### src/rtl/multiplier_pkg.sv
// Shared types and default parameters for the multiplier requester slice.
package multiplier_pkg;

  localparam int DEFAULT_WIDTH   = 8;
  localparam int DEFAULT_TIMEOUT = 64;

  typedef enum logic [1:0] {
    IDLE         = 2'd0,
    WAIT_DONE    = 2'd1,
    WAIT_RELEASE = 2'd2,
    RESULT       = 2'd3
  } requester_state_t;

endpackage

### src/rtl/requester_timer.sv
// Loadable down-counter bounding how long the requester waits for mul_ready.
module requester_timer
  import multiplier_pkg::*;
#(
  parameter int TIMEOUT = DEFAULT_TIMEOUT
) (
  input  logic clock,
  input  logic reset,
  input  logic load,
  input  logic decrement,
  output logic zero
);

  localparam int CW = $clog2(TIMEOUT);
  localparam logic [CW-1:0] LOAD_VALUE = CW'(TIMEOUT - 1);

  logic [CW-1:0] count_r;

  // Count register: load wins over decrement, saturates at zero.
  always_ff @(posedge clock or posedge reset) begin
    if (reset) begin
      count_r <= {CW{1'b0}};
    end else if (load) begin
      count_r <= LOAD_VALUE;
    end else if (decrement && !zero) begin
      count_r <= count_r - {{(CW-1){1'b0}}, 1'b1};
    end else begin
      count_r <= count_r;
    end
  end

  assign zero = (count_r == {CW{1'b0}});

endmodule

### src/rtl/multiplier_requester.sv
// Initiator side of the multiplier start/ready handshake: request port in,
// level-held start to the multiplier, captured product out on a response port.
module multiplier_requester
  import multiplier_pkg::*;
#(
  parameter int WIDTH   = DEFAULT_WIDTH,
  parameter int TIMEOUT = DEFAULT_TIMEOUT
) (
  input  logic               clock,
  input  logic               reset,
  input  logic               req_valid,
  output logic               req_ready,
  input  logic [WIDTH-1:0]   req_a,
  input  logic [WIDTH-1:0]   req_b,
  output logic               res_valid,
  input  logic               res_ready,
  output logic [2*WIDTH-1:0] res_product,
  output logic               res_timeout,
  output logic               mul_start,
  output logic [WIDTH-1:0]   mul_a,
  output logic [WIDTH-1:0]   mul_b,
  input  logic               mul_ready,
  input  logic [2*WIDTH-1:0] mul_product
);

  requester_state_t   state_r;
  logic [WIDTH-1:0]   op_a_r;
  logic [WIDTH-1:0]   op_b_r;
  logic [2*WIDTH-1:0] product_r;
  logic               timeout_r;
  logic               req_ready_s;
  logic               timer_load_s;
  logic               timer_dec_s;
  logic               timer_zero_s;

  // Acceptance is gated by a stale mul_ready left over from an earlier start.
  always_comb begin
    req_ready_s = 1'b0;
    if (state_r == IDLE) begin
      req_ready_s = !mul_ready;
    end else begin
      req_ready_s = 1'b0;
    end
  end

  assign timer_load_s = (state_r == IDLE) && req_valid && req_ready_s;
  assign timer_dec_s  = (state_r == WAIT_DONE) && !mul_ready && !timer_zero_s;

  requester_timer #(
    .TIMEOUT (TIMEOUT)
  ) u_timer (
    .clock     (clock),
    .reset     (reset),
    .load      (timer_load_s),
    .decrement (timer_dec_s),
    .zero      (timer_zero_s)
  );

  // Handshake sequencer with operand and result registers.
  always_ff @(posedge clock or posedge reset) begin
    if (reset) begin
      state_r   <= IDLE;
      op_a_r    <= {WIDTH{1'b0}};
      op_b_r    <= {WIDTH{1'b0}};
      product_r <= {(2*WIDTH){1'b0}};
      timeout_r <= 1'b0;
    end else begin
      case (state_r)
        IDLE: begin
          if (req_valid && req_ready_s) begin
            op_a_r  <= req_a;
            op_b_r  <= req_b;
            state_r <= WAIT_DONE;
          end
        end
        WAIT_DONE: begin
          // A ready arriving on the last timer cycle still counts as success.
          if (mul_ready) begin
            product_r <= mul_product;
            timeout_r <= 1'b0;
            state_r   <= WAIT_RELEASE;
          end else if (timer_zero_s) begin
            product_r <= {(2*WIDTH){1'b0}};
            timeout_r <= 1'b1;
            state_r   <= WAIT_RELEASE;
          end
        end
        WAIT_RELEASE: begin
          if (!mul_ready) begin
            state_r <= RESULT;
          end
        end
        RESULT: begin
          if (res_ready) begin
            state_r <= IDLE;
          end
        end
        default: begin
          state_r <= IDLE;
        end
      endcase
    end
  end

  assign req_ready   = req_ready_s;
  assign mul_start   = (state_r == WAIT_DONE);
  assign mul_a       = op_a_r;
  assign mul_b       = op_b_r;
  assign res_valid   = (state_r == RESULT);
  assign res_product = product_r;
  assign res_timeout = timeout_r;

endmodule

### config.mk
export PLATFORM = sky130hd
export DESIGN_NAME = multiplier_requester
export DESIGN_NICKNAME = d
export VERILOG_FILES = /design/src/rtl/multiplier_pkg.sv /design/src/rtl/requester_timer.sv /design/src/rtl/multiplier_requester.sv
export SDC_FILE = /design/constraint.sdc
export NUM_CORES = 1
export LEC_CHECK = 0
export ABC_AREA = 1
export BUFFER_PORTS_ARGS = -buffer_cell sky130_fd_sc_hd__buf_2
export CAP_MARGIN = 20
export CORE_ASPECT_RATIO = 1.5
export CORE_MARGIN = 3
export CORE_UTILIZATION = 52
export DETAILED_ROUTE_END_ITERATION = 12
export PLACE_DENSITY_LB_ADDON = 0.3
export SLEW_MARGIN = 10
export SYNTH_ARGS = -nofsm -noshare
export SYNTH_HDL_FRONTEND = slang
export SYNTH_SLANG_ARGS = --single-unit
### constraint.sdc
create_clock -name clock -period 3.8 [get_ports clock]
set_input_delay 0 -clock clock [delete_from_list [all_inputs] [get_ports clock]]
set_output_delay 0 -clock clock [all_outputs]
set_load 0.05 [all_outputs]
==> results of run 1 <==
## registers in the layout, indices dropped and copies added (netlist names)
signal and flops:
res_product 16, mul_a 8, mul_b 8, u_timer.count_r 6, state_r 2, res_timeout 1
## stage by stage
step / power, mW / instance area [um^2] / util
floorplan: 1.83 / 1920 / -
global placement: 2.08 / 2270 / 0.653
detailed placement: 2.11 / 2270 / 0.653
CTS: 2.40 / 2680 / 0.770
global route: 2.57 / 2680 / 0.770
finish: 2.39 / 2680 / 0.770
## worst register-to-register path, stage by stage, from the launching register on
cell,delay [ps]
dfrtp_1,410
inv_1,110
ha_1,150
inv_1,80
nor2_4,330
nand2_2,380
nand2_2,260
o21ai_0,100
## cells by family (layout without fill, tap and decap cells)
family / Yosys count / after routing / share of synthesized area
flip-flops: 41 / 41 / 0.534
buffers and inverters: 24 / 126 / 0.0631
AO/OA/AOI/OAI: 8 / 8 / 0.0208
AND/OR/NAND/NOR: 142 / 142 / 0.337
adder cells (fa/ha/maj): 7 / 7 / 0.0455
## routing by layer
metal	global-route usage	up-vias	wire length (um)
met5	0	-	0
met4	0.0827	0	63
met1	0.271	872	1860
li1	-	912	-
met2	0.428	64	2660
met3	0.0595	6	286
## cells in the mapped netlist (all sizes together)
master,count,area [um^2]
a21oi,1,5.00
buf,9,65.1
clkbuf,1,3.75
dfrtp,41,1030
ha,7,87.6
inv,14,52.6
nand2,89,354
nand3,42,223
nand4,3,18.8
nor2,8,52.6
o21ai,7,35.0
## how the worst min path moves through the flow
stage	endpoint	cells past startpoint
global route	mul_a[2]	3
finish	mul_b[0]	3
detailed placement	res_product[2]	3
CTS	mul_b[0]	3
global placement	res_product[2]	3
floorplan	res_product[6]	2
## repair_timing
item	4_1_cts	5_1_grt
setup buffers	0	0
hold endpoints to repair	73	0
endpoints found under the setup margin	0	0
hold buffers	33	0
## final cells by class
class	count	area, um^2
clock buffer	5	68.8
clock inverter	1	5.00
fill	239	802
inverter	14	52.6
multi-input combinational	157	776
sequential	41	1030
tap	42	52.6
timing repair buffer	106	698
## report_power, final
part,switching (mW),internal (mW),total [mW],leakage [nW]
sequential,0.117,0.640,0.757,0.507
clock,0.138,0.121,0.259,0.0399
combinational,1.05,0.329,1.38,0.950
==> run_results.csv, run 1 <==
group,metric,value,unit
status,status,"finished clean",
worst_hold_path,holdCritStartpoint,"req_valid",
timing,skew,4.18,ps
worst_setup_path,crit_family,"simple AND/OR/NAND/NOR gates",
worst_setup_path,crit_slowest_cell,"dfrtp_1",
global_routing,grt_pass1_vias,1822,
timing,finalCritPeriodShare,0.510,
timing,setup_slack,1860,ps
yosys,syn_area_per_cell,8.66,um^2
clock_tree,clock_latency,290,ps
worst_setup_path,path_class,"reg2reg",
timing,drv_slew,0,
global_routing,grt_pass1_wl,8.34,mm
clock_tree,htreeDepth,2,
routing,routed_wl,4.87,mm
cells_and_area,layoutNonFillerInstCount,366,
clock_tree,cts_tree,"done",
timing,finalCriticalPeriod,1940,ps
worst_setup_path,timing.rr.end,"u_timer.count_r[0]",
yosys,ys_warn_count,0,
cells_and_area,drive_gt1_frac,0.278,
routing,drt_iter0_drc,66,
die,row_count,26,
placement,dpl.cell_count,327,
worst_setup_path,cp-start-kind,"register",
run,max-cap-violations,0,
cells_and_area,diodes,0,
clock_tree,clk_pin_slew,70,ps
worst_setup_path,worstReg2RegStart,"state_r[0]",
die,die-area,0.00448,mm^2
worst_setup_path,cpPeakStageDelay,410,ps
yosys,synthesis.nets,266,
routing,drc_errors,0,
routing,vias_per_cell,5.07,
yosys,yosysUniqueCellTypes,20,
timing,max_freq,0.516,GHz
clock_tree,cts_root_buffer,"clkbuf_8",
worst_setup_path,rr_worst_depth,7,
die,initial_core_util,0.552,
clock_tree,post_cts_resized,0,
timing,slew_headroom,0.547,
timing,setup_viol,0,
worst_setup_path,worstSetupEndpointType,"register",
worst_setup_path,crit_required,3970,ps
worst_setup_path,crit_start,"state_r[0]",
die,core_area,0.00348,mm^2
global_routing,grt_max_degree,42,
die,boundaryPins,73,
worst_setup_path,path_buf_inv,2,
power_and_ir_drop,ir_worst_vdd,0.657,mV
cells_and_area,final_cell_mix,"nand2_1 (83), buf_2 (72), nand3_1 (41), dfrtp_1 (41), dlygate4sd3_1 (33)",
routing,wl_per_cell,13.3,um
timing,hold_ws,129,ps
worst_setup_path,cp.arrival,2100,ps
cells_and_area,fin_nets,369,
clock_tree,clock_sinks,41,
routing,antenna_left,0,
yosys,synth_seq_cells,41,
worst_setup_path,rrSetupSlack,1860,ps
worst_setup_path,cp.depth,7,
timing,setup_tns,0,ps
placement,detailed_place_hpwl,2.93,mm
global_routing,grt_overflow,0,
worst_setup_path,crit_path_max_fanout,23,
yosys,syn-cell-area,0.00192,mm^2
global_routing,track_usage,0.238,
power_and_ir_drop,power_density,893,mW/mm^2
worst_setup_path,crit_chain,"inv_1, ha_1, inv_1, nor2_4, nand2_2, nand2_2, o21ai_0",
yosys,yosysSeqAreaShare,0.534,
power_and_ir_drop,p_leak,1.50,nW
placement,gp_congestion,0.729,
worst_hold_path,hold_path_class,"in2reg",
placement,io_buffers,72,
timing,tightestPinTransition,679,ps
global_routing,antenna_found_initial,0,
routing,vias,1854,
placement,dp_slack,1860,ps
clock_tree,cts_buffers,5,
die,die_w,55.7,um
timing,finalHoldViolCount,0,
clock_tree,clockBufferDepth,2,
worst_setup_path,cp-endpoint,"u_timer.count_r[0]",
timing,rsz0062_at_grt,"false",
routing,first_pass_iters,4,
cells_and_area,synthToLayoutAreaGrowth,39.3,%
die,die_height,80.5,um
cells_and_area,final_common_cell,"nand2_1",
yosys,syn_inst,222,
(Power assumes the default switching activity.)
==> inputs of run 2 (changes only) <==
--- a/config.mk
+++ b/config.mk
@@ -10,7 +10,7 @@
 export CAP_MARGIN = 20
 export CORE_ASPECT_RATIO = 1.5
 export CORE_MARGIN = 3
-export CORE_UTILIZATION = 52
+export CORE_UTILIZATION = 44
 export DETAILED_ROUTE_END_ITERATION = 12
 export PLACE_DENSITY_LB_ADDON = 0.3
 export SLEW_MARGIN = 10
==> constraint.sdc (replaced) <==
create_clock -name clock -period 1.6 [get_ports clock]
set_input_delay 0 -clock clock [delete_from_list [all_inputs] [get_ports clock]]
set_output_delay 0 -clock clock [all_outputs]
set_load 0.05 [all_outputs]
==> run 2 against run 1 <==
Compared with the run above:
- global-route usage is 4.4 points lower
- non-clock buffer count is 4 higher
- utilization is 8.6 points lower
- clock power grew to 2.6 times the previous value
- via count is 0.59% lower
- critical endpoint is now req_ready
- sequential power is 140% higher
- register-to-register slack worse by 1700 ps
- design area is 3.7% higher
- largest power group unchanged
- sequential share of layout area is 1.3 points lower
- setup slack worse by 1800 ps
==> run_results.csv, run 2 (synthesized netlist as in run 1, its figures left out) <==
group,metric,value,unit
status,status,"finished clean",
routing,vias_per_cell,4.93,
power_and_ir_drop,power_density,2120,mW/mm^2
routing,first_pass_iters,4,
global_routing,antenna_found_initial,0,
cells_and_area,layoutNonFillerInstCount,374,
timing,setup_tns,0,ps
die,initial_core_util,0.473,
routing,vias,1843,
timing,setup_viol,0,
clock_tree,clockBufferDepth,2,
cells_and_area,final_common_cell,"nand2_1",
worst_hold_path,holdCritStartpoint,"req_valid",
die,die-area,0.00522,mm^2
placement,io_buffers,72,
global_routing,track_usage,0.194,
routing,wl_per_cell,12.4,um
cells_and_area,diodes,0,
timing,finalHoldViolCount,0,
clock_tree,cts_root_buffer,"clkbuf_8",
worst_setup_path,cp-start-kind,"register",
worst_setup_path,crit_required,1600,ps
placement,placed_cell_area,0.00233,mm^2
timing,rsz0062_at_grt,"false",
die,die_height,87.0,um
die,row_count,28,
cells_and_area,final_util,0.684,
worst_setup_path,crit_chain,"inv_1, ha_1, inv_1, nor2_4, buf_12, buf_6",
timing,max_freq,0.664,GHz
power_and_ir_drop,p_leak,1.53,nW
run,max-cap-violations,0,
worst_setup_path,crit_slowest_cell,"dfrtp_2",
die,boundaryPins,73,
cells_and_area,synthToLayoutAreaGrowth,44.5,%
clock_tree,clock_sinks,41,
power_and_ir_drop,ir_worst_vdd,1.69,mV
placement,gp_congestion,0.746,
routing,antenna_left,0,
die,die_w,60.0,um
global_routing,grt_pass1_wl,7.80,mm
cells_and_area,fillers,330,
worst_hold_path,hold_path_class,"in2reg",
worst_setup_path,path_buf_inv,4,
placement,dpl.cell_count,334,
clock_tree,cts_buffers,5,
timing,drv_slew,0,
timing,setup_slack,93.2,ps
routing,routed_wl,4.64,mm
global_routing,grt_pass1_vias,1844,
worst_setup_path,worstSetupEndpointType,"output pin",
routing,drt_iter0_drc,40,
worst_setup_path,crit_path_max_fanout,17,
cells_and_area,drive_gt1_frac,0.304,
timing,finalCriticalPeriod,1510,ps
cells_and_area,fin_area,0.00278,mm^2
routing,drc_errors,0,
clock_tree,cts_tree,"done",
clock_tree,htreeDepth,2,
worst_setup_path,cp.arrival,1510,ps
timing,skew,3.34,ps
timing,slew_headroom,0.663,
cells_and_area,largest_reg_flops,16,
worst_setup_path,cpPeakStageDelay,440,ps
die,core_area,0.00406,mm^2
clock_tree,clock_latency,290,ps
timing,finalCritPeriodShare,0.942,
worst_setup_path,crit_start,"state_r[0]",
global_routing,grt_overflow,0,
clock_tree,clk_pin_slew,80,ps
worst_setup_path,worstReg2RegStart,"state_r[0]",
global_routing,grt_max_degree,42,
cells_and_area,final_cell_mix,"nand2_1 (82), buf_2 (71), nand3_1 (41)",
worst_setup_path,crit_family,"buffers and inverters",
worst_setup_path,cpMostUsedCell,"inv_1",
clock_tree,post_cts_buffers,0,
placement,dp_slack,190,ps
timing,tightestPinTransition,505,ps
worst_setup_path,path_class,"reg2out",
placement,detailed_place_hpwl,3.06,mm
cells_and_area,fin_nets,373,
-- run 2: where the power goes --
| part | internal, mW | total [mW] | switching (mW) |
|---|---|---|---|
| clock network | 0.341 | 0.680 | 0.339 |
| logic | 0.882 | 3.39 | 2.51 |
| registers | 1.52 | 1.81 | 0.283 |
-- run 2: final timing paths --
path                                   end  slack (ps)  cells past startpoint
min in group asynchronous   res_product[1]         390                      4
max in group asynchronous       state_r[0]         830                      4
max                              req_ready          90                      6
min                               mul_a[4]         130                      3
max reg2reg                       mul_a[6]         180                      8
min reg2reg                res_product[13]         470                      2
-- run 2: area by class of cell --
cell class / instances / area [um^2] / share of cell area
sequential: 41 / 1030 / 0.370
multi-input combinational: 157 / 793 / 0.285
timing repair buffer: 110 / 759 / 0.273
clock buffer: 6 / 82.6 / 0.0297
tap: 45 / 56.3 / 0.0203
inverter: 14 / 52.6 / 0.0189
clock inverter: 1 / 7.51 / 0.00270
-- run 2: worst register-to-register path: stages (launching register included) --
cell and delay [ps]:
dfrtp_2 440, inv_1 110, ha_1 150, inv_1 70, nor2_4 120, nand2_2 130, buf_12 190, nand2_1 60
nand2_1 50
-- run 2: through the flow --
step                      total power [mW]  hold WS (ps)
final                                 5.88           130
after detailed placement              5.11           152
after floorplan                       4.38           145
after global routing                  6.31           162
after CTS                             5.89           122
after global placement                5.06           147
-- run 2: what timing repair did --
action                     4_1_cts  5_1_grt
pin swaps                        0        0
resized for setup                3        6
hold endpoints to repair        73        0
cloned                           0        0
hold buffers                    33        0
setup endpoints to repair        1        2
-- run 2: metal layers --
| metal | share of wire | GRT usage | up-vias |
|---|---|---|---|
| li1 | - | - | 922 |
| met1 | 0.40 | 0.230 | 857 |
| met2 | 0.54 | 0.337 | 55 |
| met3 | 0.045 | 0.0401 | 9 |
| met4 | 0.016 | 0.0685 | 0 |
| met5 | 0 | 0 | - |
